### src/rtl/line_window_reader_if.sv
// Read-side bundle between line_window_reader and its line buffers / window consumer.
interface line_window_reader_if #(
    parameter int ADDR_W = 11
);
    logic              frame_start;
    logic              row_start;
    logic [ADDR_W-1:0] rd_addr;
    logic [7:0]        rd_data0;
    logic [7:0]        rd_data1;
    logic [7:0]        rd_data2;
    logic [71:0]       win;
    logic              out_valid;
    logic              out_ready;
    logic              busy;
    logic              row_done;
    logic [1:0]        rot;

    modport master (
        input  frame_start, row_start, rd_data0, rd_data1, rd_data2, out_ready,
        output rd_addr, win, out_valid, busy, row_done, rot
    );

    modport slave (
        output frame_start, row_start, rd_data0, rd_data1, rd_data2, out_ready,
        input  rd_addr, win, out_valid, busy, row_done, rot
    );
endinterface

### src/rtl/line_window_reader.sv
// Walks one line across three rotating line buffers and emits a sliding 3x3 window
// per column with a valid/ready handshake.
module line_window_reader #(
    parameter int LINE_W = 1600,
    parameter int ADDR_W = 11
) (
    input logic                 clk,
    input logic                 rst,
    line_window_reader_if.master bus
);
    typedef enum logic [1:0] {IDLE, PRIME, RUN, FLUSH} state_t;

    state_t            state, state_nxt;
    logic              adv;
    logic              accept;
    logic              last_col;
    logic [7:0]        top, mid, bot;
    logic [ADDR_W-1:0] rd_addr_p0;
    logic [71:0]       win_p0;
    logic              vld_p0;
    logic              row_done_p0;
    logic [1:0]        rot_p0;

    assign accept   = vld_p0 & bus.out_ready;
    assign last_col = (rd_addr_p0 == ADDR_W'(LINE_W - 1));

    // Buffer rot supplies the top row; the other two follow in ring order.
    always_comb begin
        top = bus.rd_data0;
        mid = bus.rd_data1;
        bot = bus.rd_data2;
        case (rot_p0)
            2'd1: begin top = bus.rd_data1; mid = bus.rd_data2; bot = bus.rd_data0; end
            2'd2: begin top = bus.rd_data2; mid = bus.rd_data0; bot = bus.rd_data1; end
            default: ;
        endcase
    end

    always_ff @(posedge clk) begin
        if (rst) state <= IDLE;
        else     state <= state_nxt;
    end

    always_comb begin
        state_nxt = state;
        case (state)
            IDLE:    if (bus.row_start) state_nxt = PRIME;
            PRIME:   if (adv && rd_addr_p0 == ADDR_W'(1)) state_nxt = RUN;
            RUN:     if (adv && last_col) state_nxt = FLUSH;
            FLUSH:   if (accept) state_nxt = IDLE;
            default: state_nxt = IDLE;
        endcase
    end

    // A column is taken whenever the output slot is free or being drained this edge.
    always_comb begin
        adv      = 1'b0;
        bus.busy = (state != IDLE);
        if (state == PRIME || state == RUN)
            adv = ~(vld_p0 & ~bus.out_ready);
    end

    always_ff @(posedge clk) begin
        if (rst) begin
            rd_addr_p0  <= '0;
            win_p0      <= '0;
            vld_p0      <= 1'b0;
            row_done_p0 <= 1'b0;
            rot_p0      <= 2'd0;
        end else begin
            row_done_p0 <= (state == FLUSH) && accept;
            if (state == IDLE && bus.frame_start)
                rot_p0 <= 2'd0;
            if (state == FLUSH && accept)
                rot_p0 <= (rot_p0 == 2'd2) ? 2'd0 : rot_p0 + 2'd1;
            if (adv) begin
                win_p0     <= {bot, win_p0[71:56], mid, win_p0[47:32], top, win_p0[23:8]};
                rd_addr_p0 <= last_col ? '0 : rd_addr_p0 + ADDR_W'(1);
            end
            if (adv && state == RUN)
                vld_p0 <= 1'b1;
            else if (accept)
                vld_p0 <= 1'b0;
        end
    end

    assign bus.rd_addr   = rd_addr_p0;
    assign bus.win       = win_p0;
    assign bus.out_valid = vld_p0;
    assign bus.row_done  = row_done_p0;
    assign bus.rot       = rot_p0;
endmodule

### src/flat_wrapper.sv
// flat-port wrapper written by rule: the top's interface ports become plain ports
module line_window_reader_flat 
#(
    parameter int LINE_W = 1600,
    parameter int ADDR_W = 11
)
  (clk, rst, bus_frame_start, bus_row_start, bus_rd_data0, bus_rd_data1, bus_rd_data2, bus_out_ready, bus_rd_addr, bus_win, bus_out_valid, bus_busy, bus_row_done, bus_rot);
  line_window_reader_if #(.ADDR_W(ADDR_W)) bus_i ();
  input logic clk;
  input logic rst;
  input wire logic [$bits(bus_i.frame_start)-1:0] bus_frame_start;
  input wire logic [$bits(bus_i.row_start)-1:0] bus_row_start;
  input wire logic [$bits(bus_i.rd_data0)-1:0] bus_rd_data0;
  input wire logic [$bits(bus_i.rd_data1)-1:0] bus_rd_data1;
  input wire logic [$bits(bus_i.rd_data2)-1:0] bus_rd_data2;
  input wire logic [$bits(bus_i.out_ready)-1:0] bus_out_ready;
  output wire logic [$bits(bus_i.rd_addr)-1:0] bus_rd_addr;
  output wire logic [$bits(bus_i.win)-1:0] bus_win;
  output wire logic [$bits(bus_i.out_valid)-1:0] bus_out_valid;
  output wire logic [$bits(bus_i.busy)-1:0] bus_busy;
  output wire logic [$bits(bus_i.row_done)-1:0] bus_row_done;
  output wire logic [$bits(bus_i.rot)-1:0] bus_rot;
  assign bus_i.frame_start = bus_frame_start;
  assign bus_i.row_start = bus_row_start;
  assign bus_i.rd_data0 = bus_rd_data0;
  assign bus_i.rd_data1 = bus_rd_data1;
  assign bus_i.rd_data2 = bus_rd_data2;
  assign bus_i.out_ready = bus_out_ready;
  assign bus_rd_addr = bus_i.rd_addr;
  assign bus_win = bus_i.win;
  assign bus_out_valid = bus_i.out_valid;
  assign bus_busy = bus_i.busy;
  assign bus_row_done = bus_i.row_done;
  assign bus_rot = bus_i.rot;
  line_window_reader #(.LINE_W(LINE_W), .ADDR_W(ADDR_W)) u_core (.clk(clk), .rst(rst), .bus(bus_i));
endmodule
### config.mk
export PLATFORM = sky130hd
export DESIGN_NAME = line_window_reader_flat
export DESIGN_NICKNAME = d
export VERILOG_FILES = /design/src/rtl/line_window_reader_if.sv /design/src/rtl/line_window_reader.sv /design/src/flat_wrapper.sv
export SDC_FILE = /design/constraint.sdc
export NUM_CORES = 1
export LEC_CHECK = 0
export BUFFER_PORTS_ARGS = -buffer_cell sky130_fd_sc_hd__buf_2
export CAP_MARGIN = 20
export CORE_ASPECT_RATIO = 1.4
export CORE_MARGIN = 8
export CORE_UTILIZATION = 45
export CTS_BUF_LIST = sky130_fd_sc_hd__clkbuf_8 sky130_fd_sc_hd__clkbuf_16
export CTS_CLUSTER_DIAMETER = 80
export DETAILED_ROUTE_END_ITERATION = 8
export GPL_TIMING_DRIVEN = 0
export PLACE_DENSITY = 0.78
export SYNTH_ARGS = -nofsm -noshare
export SYNTH_HDL_FRONTEND = slang
export SYNTH_SLANG_ARGS = --single-unit
### constraint.sdc
create_clock -name clk -period 2.05 [get_ports clk]
set_input_delay 0.205 -clock clk [delete_from_list [all_inputs] [get_ports clk]]
set_output_delay 0.205 -clock clk [all_outputs]
set_load 0.005 [all_outputs]
==> summary.md, run 1 <==
| Metric | Value |
|---|---|
| Status | `complete, no violations` |
| Fin nets | `640` |
| PwrDens | `1301 nW/µm²` |
| Yosys cell types | `28` |
| Largest family of logic cells by synthesized area | `simple AND/OR/NAND/NOR gates` |
| Total number of vias | `3,828` |
| Power share of the sequential group | `a little under two fifths` |
| Simple-gate portion of the synthesized area | `between 20% and 30%` |
| N_diodes | `0` |
| Top cells by area, synth | `dfxtp_1, nand2_1, a21oi_1, a22oi_1, o211ai_1` |
| H-tree depth | `3` |
| Vias in the first global route | `between 3,000 and 4,000` |
| Netlist Area Pre-Place | `between 3000 and 4000 µm²` |
| Max rail drop VDD | `around 0.95 mV` |
| GR Util All Layers | `around 20%` |
| CP startpoint kind | `register` |
| Antenna Nets Post-Route | `0` |
| Mapped Cells | `475` |
| Routability cong. | `roughly 0.93` |
| Final worst-path cycle share | `94.55%` |
| CP max-delay cell | `or4_4` |
| Worst path cell trace | `inv_1 -> ha_4 -> inv_1 -> or4_4 -> nor3_4 -> xnor2_1 -> nor2_1` |
| Most common cell in the netlist | `nand2_1` |
| Fin cells | `708` |
| CTS max path bufs | `2` |
| Sw Pwr | `0.002502 W` |
| PnR Total Power | `0.006177 W` |
| Area share of the largest cell type after synthesis | `47.63%` |
| # port buffers | `116` |
| FP Rows | `39` |
| Chip height | `about 120 µm` |
| Highest clock rate | `515.9 MHz` |
| DP Cell Count | `693` |
| Worst Path Buf+Inv | `2` |
| Max Slew Vio Count | `0` |
| CTS clock-pin slew for the worst setup and hold paths | `0.06 ns` |
| CP most frequent cell | `inv_1` |
| Final Hold Fails | `0` |
| Post-Synth XOR/XNOR Area | `~2.1%` |
| P_leak | `1.918 nW` |
| CP peak stage delay | `a little under 0.6 ns` |
| Total wire length | `11.38 mm` |
| Post-route DRC | `0` |
| Post-synth top cells | `nand2_1, dfxtp_1, a21oi_1, clkbuf_1` |
| I/O Pins | `around 120` |
| Post-synthesis adder-cell area fraction | `3.344%` |
| Clock power share | `about a quarter` |
| First-pass GRT wire length | `18.46 mm` |
| WL/cell | `around 16 µm` |
| Biggest fanout along the worst timing path | `6` |
| Starting Density | `46.18%` |
| Total clock buffers created by CTS | `9` |
| Hold Crit Class | `in -> reg` |
| Switching Fraction | `about 41%` |
| Iter 0 DRT Violations | `170` |
| Critical Path AT | `2.16 ns` |
| Mux contribution to synthesized area | `0.2676%` |
| Largest net degree at the start of global routing | `15` |
| Relative slew slack | `61.25%` |
| Layout cell share with drive strength beyond 1 | `24.26%` |
| Yosys reg bits | `just under 90` |
| Vias per cell | `between 5 and 6` |
| Cell taking the most area after synthesis | `dfxtp_1` |
| EDFF count, synth | `0` |
| First-pass iteration count of the detailed router | `5` |
| Seq/Total Area, Yosys | `47.63%` |
| WS Path Type | `reg -> reg` |
| Root Driver | `clkbuf_16` |
| Skew-Pair Late Insertion Delay | `0.34 ns` |
| Post-synth net total | `514` |
| Core Box Area | `8100 µm²` |
| Period minus WS final | `1.938 ns` |
| Async set-reset flop share out of synthesis | `0%` |
| Synth Area in Compound Gates | `a little over a fifth` |
| Req. time, crit path | `around 2.3 ns` |
| Final Skew | `0.006393 ns` |
| Post-synth top flop | `dfxtp_1` |
| Setup Buffers After CTS | `0` |
| HPWL after DPL | `8.731 mm` |
| Syn_area_per_cell | `7.876 µm²` |
| Critical path's top delay family | `simple AND/OR/NAND/NOR gates` |
| Fin util | `slightly below 60%` |
| Combinational fraction of design power | `38.3%` |
| Total global routing overflow | `0` |
| Clock Sinks | `89` |
| Syn. warnings | `0` |
| Worst-margin pin slew | `0.5812 ns` |
| Worst R2R Setup Slack | `about 0.11 ns` |
| Internal power | `0.003675 W` |
| Die extent in x | `~93 µm` |
| Die Area | `about 12,000 µm²` |
| TritonCTS clock tree | `done` |
| Layout Area Growth over Synthesis | `26.92%` |
| Initial antenna violation count | `0` |
| CP Capture Type | `register` |
| MaxCap Viol Count | `0` |
| Final setup viols | `0` |
[power by group through the flow]
stage	clock network [W]	registers, W	logic, W
global route	0.00158	0.00239	0.00263
detailed placement	0	0.00237	0.00228
CTS	0.00149	0.00233	0.00235
floorplan	0	0.00235	0.00136
global placement	0	0.00235	0.00222
finish	0.00147	0.00234	0.00236
[sequential cells by signal, indices dropped and copies added (netlist names)]
signal and cells:
u_core.bus.win 72, u_core.bus.rd_addr 11, u_core.bus.out_valid 1, u_core.bus.rot 2, u_core.state 2, u_core.bus.row_done 1
[metal layers]
metal  track usage, %  vias to the layer above  wire (µm)
li1                 -                     1873          -
met4            8.392                        0        197
met1            21.57                     1800       4445
met3            7.479                       15       1020
met2            35.00                      140       5714
met5                0                        -          0
[kinds of logic after synthesis]
group                      after synthesis
buffers and inverters                   43
muxes                                    1
DFF                                     89
adders and majority gates               10
and+or+nand+nor                        193
xor gates and xnor gates                 9
AOI/OAI and AO/OA                      130
[layout make-up]
cell class	instances	area [µm²]
sequential	89	1783
timing repair buffer	116	580.6
inverter	8	30.03
fill	780	3352
clock buffer	9	225.2
clock inverter	7	40.04
buffer	34	143.9
multi-input combinational	343	1818
tap	102	127.6
[path summary, 6_finish.rpt]
kind	start	end	cells after the start
worst max-delay path	u_core.state[1]	u_core.bus.rd_addr[9]	7
worst min register to register	u_core.bus.win[53]	u_core.bus.win[53]	2
worst min-delay path	bus_out_ready	u_core.bus.rot[1]	3
worst max register to register	u_core.state[1]	u_core.bus.rd_addr[9]	7
[metrics by stage]
| step | hold WS (ns) | area [µm²] | worst slack, ns | TNS, ns |
|---|---|---|---|---|
| finish | 0.1918 | 4748 | 0.1117 | 0 |
| global route | 0.1994 | 4748 | -0.01457 | -0.01457 |
| CTS | 0.1800 | 4733 | 0.005619 | 0 |
| detailed placement | 0.4478 | 4449 | -0.1398 | -3.872 |
| global placement | 0.4404 | 4449 | -0.09539 | -1.191 |
| floorplan | 0.3703 | 3741 | 0.1814 | 0 |
[cells in the final DEF (no fill, tap or decap), drive strengths merged]
cell and n:
a2111oi 1, a211oi 2, a21oi 76, a221o 1, a22oi 24, and4 2, buf 121, clkbuf 38
clkinv 5, dfxtp 89, ha 10, inv 10, mux2i 1, nand2 155, nand2b 4, nand3 3
nand4 7, nor2 14, nor2b 1, nor3 4, nor4b 1, o211ai 24, o21ai 2, or3 1
or4 1, xnor2 7, xor2 2
[worst reg2reg max path, cell delays in order (launching register included)]
cell and delay, ns:
dfxtp_2 0.35, inv_1 0.10, ha_4 0.32, inv_1 0.08, or4_4 0.59, nor3_4 0.20
xnor2_1 0.13, nor2_1 0.05
[what timing repair did]
action                     4_1_cts  5_1_grt
hold buffers                     0        0
resized for setup                4       13
setup endpoints to repair       66       65
hold endpoints to repair         0        0
No activity file was read; power rests on OpenSTA's default activity.
==> run 2: changes to the inputs <==
CTS_BUF_LIST = default   (was sky130_fd_sc_hd__clkbuf_8 sky130_fd_sc_hd__clkbuf_16)
SLEW_MARGIN = 20   (was default)
clock period = 2.1 ns   (was 2.05 ns; I/O delays follow)
==> run 2 against run 1 <==
Net effect:
- first-iteration DRC count fell by 1.8%
- combinational power fell by 2%
- sequential share of layout area barely moved
- via count did not move
- die area did not move
- fmax fell by 1.7%
- largest power group unchanged
==> summary.md, run 2 (synthesis results as in run 1) <==
| Metric | Value |
|---|---|
| Worst-margin pin slew | `0.5865 ns (was 0.5812 ns)` |
| Worst slack, placed | `-0.08975 ns (was -0.1398 ns)` |
| First-pass iteration count of the detailed router | `4 (was 5)` |
| Post-route DRC | `0 (unchanged)` |
| GR Util All Layers | `20.09% (was 20.15%)` |
| Relative slew slack | `60.90% (was 61.25%)` |
| Fill cell count | `781 (was 780)` |
| Clock power share | `23.9% (was 23.8%)` |
| Clock Sinks | `89 (unchanged)` |
| Setup Buffers After CTS | `0 (unchanged)` |
| Final Hold Fails | `0 (unchanged)` |
| Biggest fanout along the worst timing path | `6 (unchanged)` |
| Antenna Nets Post-Route | `0 (unchanged)` |
| CP startpoint kind | `register (unchanged)` |
| Period minus WS final | `1.971 ns (was 1.938 ns)` |
| H-tree depth | `3 (unchanged)` |
| N_diodes | `0 (unchanged)` |
| Status | `complete, no violations (unchanged)` |
| CTS clock-pin slew for the worst setup and hold paths | `0.07 ns (was 0.06 ns)` |
| WS Path Type | `reg -> reg (unchanged)` |
| Most frequent cells in the layout | `nand2_1, buf_2, dfxtp_1 (unchanged)` |
| Final setup viols | `0 (unchanged)` |
| Sw Pwr | `0.002440 W (was 0.002502 W)` |
| Max Slew Vio Count | `0 (unchanged)` |
| Total number of vias | `3,828 (unchanged)` |
| Root Driver | `clkbuf_16 (unchanged)` |
| P_leak | `1.908 nW (was 1.918 nW)` |
| RSZ-0062 raised after global routing | `no` |
| Layout cell share with drive strength beyond 1 | `23.89% (was 24.26%)` |
| Total global routing overflow | `0 (unchanged)` |
| Final Skew | `0.008097 ns (was 0.006393 ns)` |
| WL/cell | `16.02 µm (was 16.07 µm)` |
| Starting Density | `46.18% (unchanged)` |
| MaxCap Viol Count | `0 (unchanged)` |
| Final worst-path cycle share | `93.87% (was 94.55%)` |
| Layout Area Growth over Synthesis | `26.99% (was 26.92%)` |
| TritonCTS clock tree | `done (unchanged)` |
| Vias in the first global route | `3,781 (was 3,792)` |
| Total clock buffers created by CTS | `9 (unchanged)` |
| Core Box Area | `8100 µm² (unchanged)` |
| CP Capture Type | `register (unchanged)` |
| Internal power | `0.003601 W (was 0.003675 W)` |
| CTS max path bufs | `2 (unchanged)` |
| Chip height | `123.9 µm (unchanged)` |
| FP Rows | `39 (unchanged)` |
| Worst hold slack | `0.1952 ns (was 0.1918 ns)` |
| Die Area | `11,530 µm² (unchanged)` |
| Most common cell after layout, fill and taps aside | `nand2_1 (unchanged)` |
| Switching Fraction | `40.38% (was 40.51%)` |
| Vias per cell | `5.399 (was 5.407)` |
| Total wire length | `11.36 mm (was 11.38 mm)` |
| Routability cong. | `0.9343 (unchanged)` |
| I/O Pins | `117 (unchanged)` |
| Max reg flops | `72 (unchanged)` |
| Fin nets | `641 (was 640)` |
| Critical Path AT | `2.19 ns (was 2.16 ns)` |
| Initial antenna violation count | `0 (unchanged)` |
| Max rail drop VDD | `0.9222 mV (was 0.9453 mV)` |
| Highest clock rate | `507.3 MHz (was 515.9 MHz)` |
| First-pass GRT wire length | `18.39 mm (was 18.46 mm)` |
| PwrDens | `1272 nW/µm² (was 1301 nW/µm²)` |
| Setup slack after layout | `0.1288 ns (was 0.1117 ns)` |
| Hold Crit Class | `in -> reg (unchanged)` |
| Largest net degree at the start of global routing | `15 (unchanged)` |
| Combinational fraction of design power | `38.3% (about the same)` |
| Req. time, crit path | `2.32 ns (was 2.27 ns)` |
| # port buffers | `116 (unchanged)` |
| Power share of the sequential group | `37.8% (was 37.9%)` |
| Die extent in x | `93.06 µm (unchanged)` |
| HPWL after DPL | `8.731 mm (unchanged)` |
| Iter 0 DRT Violations | `167 (was 170)` |
| Skew-Pair Late Insertion Delay | `0.34 ns (about the same)` |
==> run 2: cell types whose count changed in the layout (fill, tap and decap cells not counted) <==
cell	delta
inv_2	-1
inv_1	-1
clkbuf_1	+4
clkbuf_2	-1
==> run 2: power groups by stage <==
stage	sequential, W	combinational (W)	clock [W]
after floorplan	0.00229	0.00132	0
after global placement	0.00230	0.00217	0
after detailed placement	0.00231	0.00223	0
after CTS	0.00228	0.00226	0.00147
after global routing	0.00233	0.00257	0.00155
final	0.00228	0.00231	0.00144
==> run 2: through the flow <==
step | cells | instance area, µm² | utilization [%] | power [W] | setup TNS [ns]
floorplan | 475 | 3741 | - | 0.003616 | 0
global placement | 693 | 4449 | 54.93 | 0.004463 | -0.06871
detailed placement | 693 | 4449 | 54.93 | 0.004536 | -1.430
CTS | 709 | 4720 | 58.26 | 0.006001 | 0
global route | 709 | 4751 | 58.65 | 0.006447 | 0
finish | 709 | 4751 | 58.65 | 0.006041 | 0
==> run 2: layer usage <==
metal  share of wire [%]  wire (µm)  global-route usage, %
met1                  39       4445                  21.50
met2                  50       5720                  34.86
met3                 8.7        984                  7.479
met4                 1.8        207                  8.392
met5                   0          0                      0
==> run 2: path summary, 6_finish.rpt <==
path,slack [ns],startpoint,depth (start not counted),endpoint
setup / recovery,0.13,u_core.state[0],7,u_core.bus.rd_addr[9]
hold / removal,0.20,bus_out_ready,3,u_core.bus.rot[1]
setup reg to reg,0.13,u_core.state[0],7,u_core.bus.rd_addr[9]
hold reg to reg,0.45,u_core.bus.win[53],2,u_core.bus.win[53]
==> run 2: critical path, cell delays in order, from the launching register on <==
cell	delay, ns
dfxtp_1	0.36
inv_1	0.12
ha_4	0.32
inv_1	0.08
or4_4	0.59
nor3_4	0.20
xnor2_1	0.13
nor2_1	0.05
==> run 2: repair_timing <==
item | 4_1_cts | 5_1_grt
gates resized for setup | 2 | 14
setup endpoints to repair | 49 | 74
hold buffers | 0 | 0
==> run 2: cell type report <==
class / count / area [µm²] / area share (%)
sequential: 89 / 1783 / 37.53
multi-input combinational: 343 / 1818 / 38.27
clock inverter: 5 / 32.53 / 0.6848
buffer: 35 / 146.4 / 3.081
clock buffer: 11 / 232.7 / 4.899
timing repair buffer: 116 / 580.6 / 12.22
inverter: 8 / 30.03 / 0.6321
tap: 102 / 127.6 / 2.686
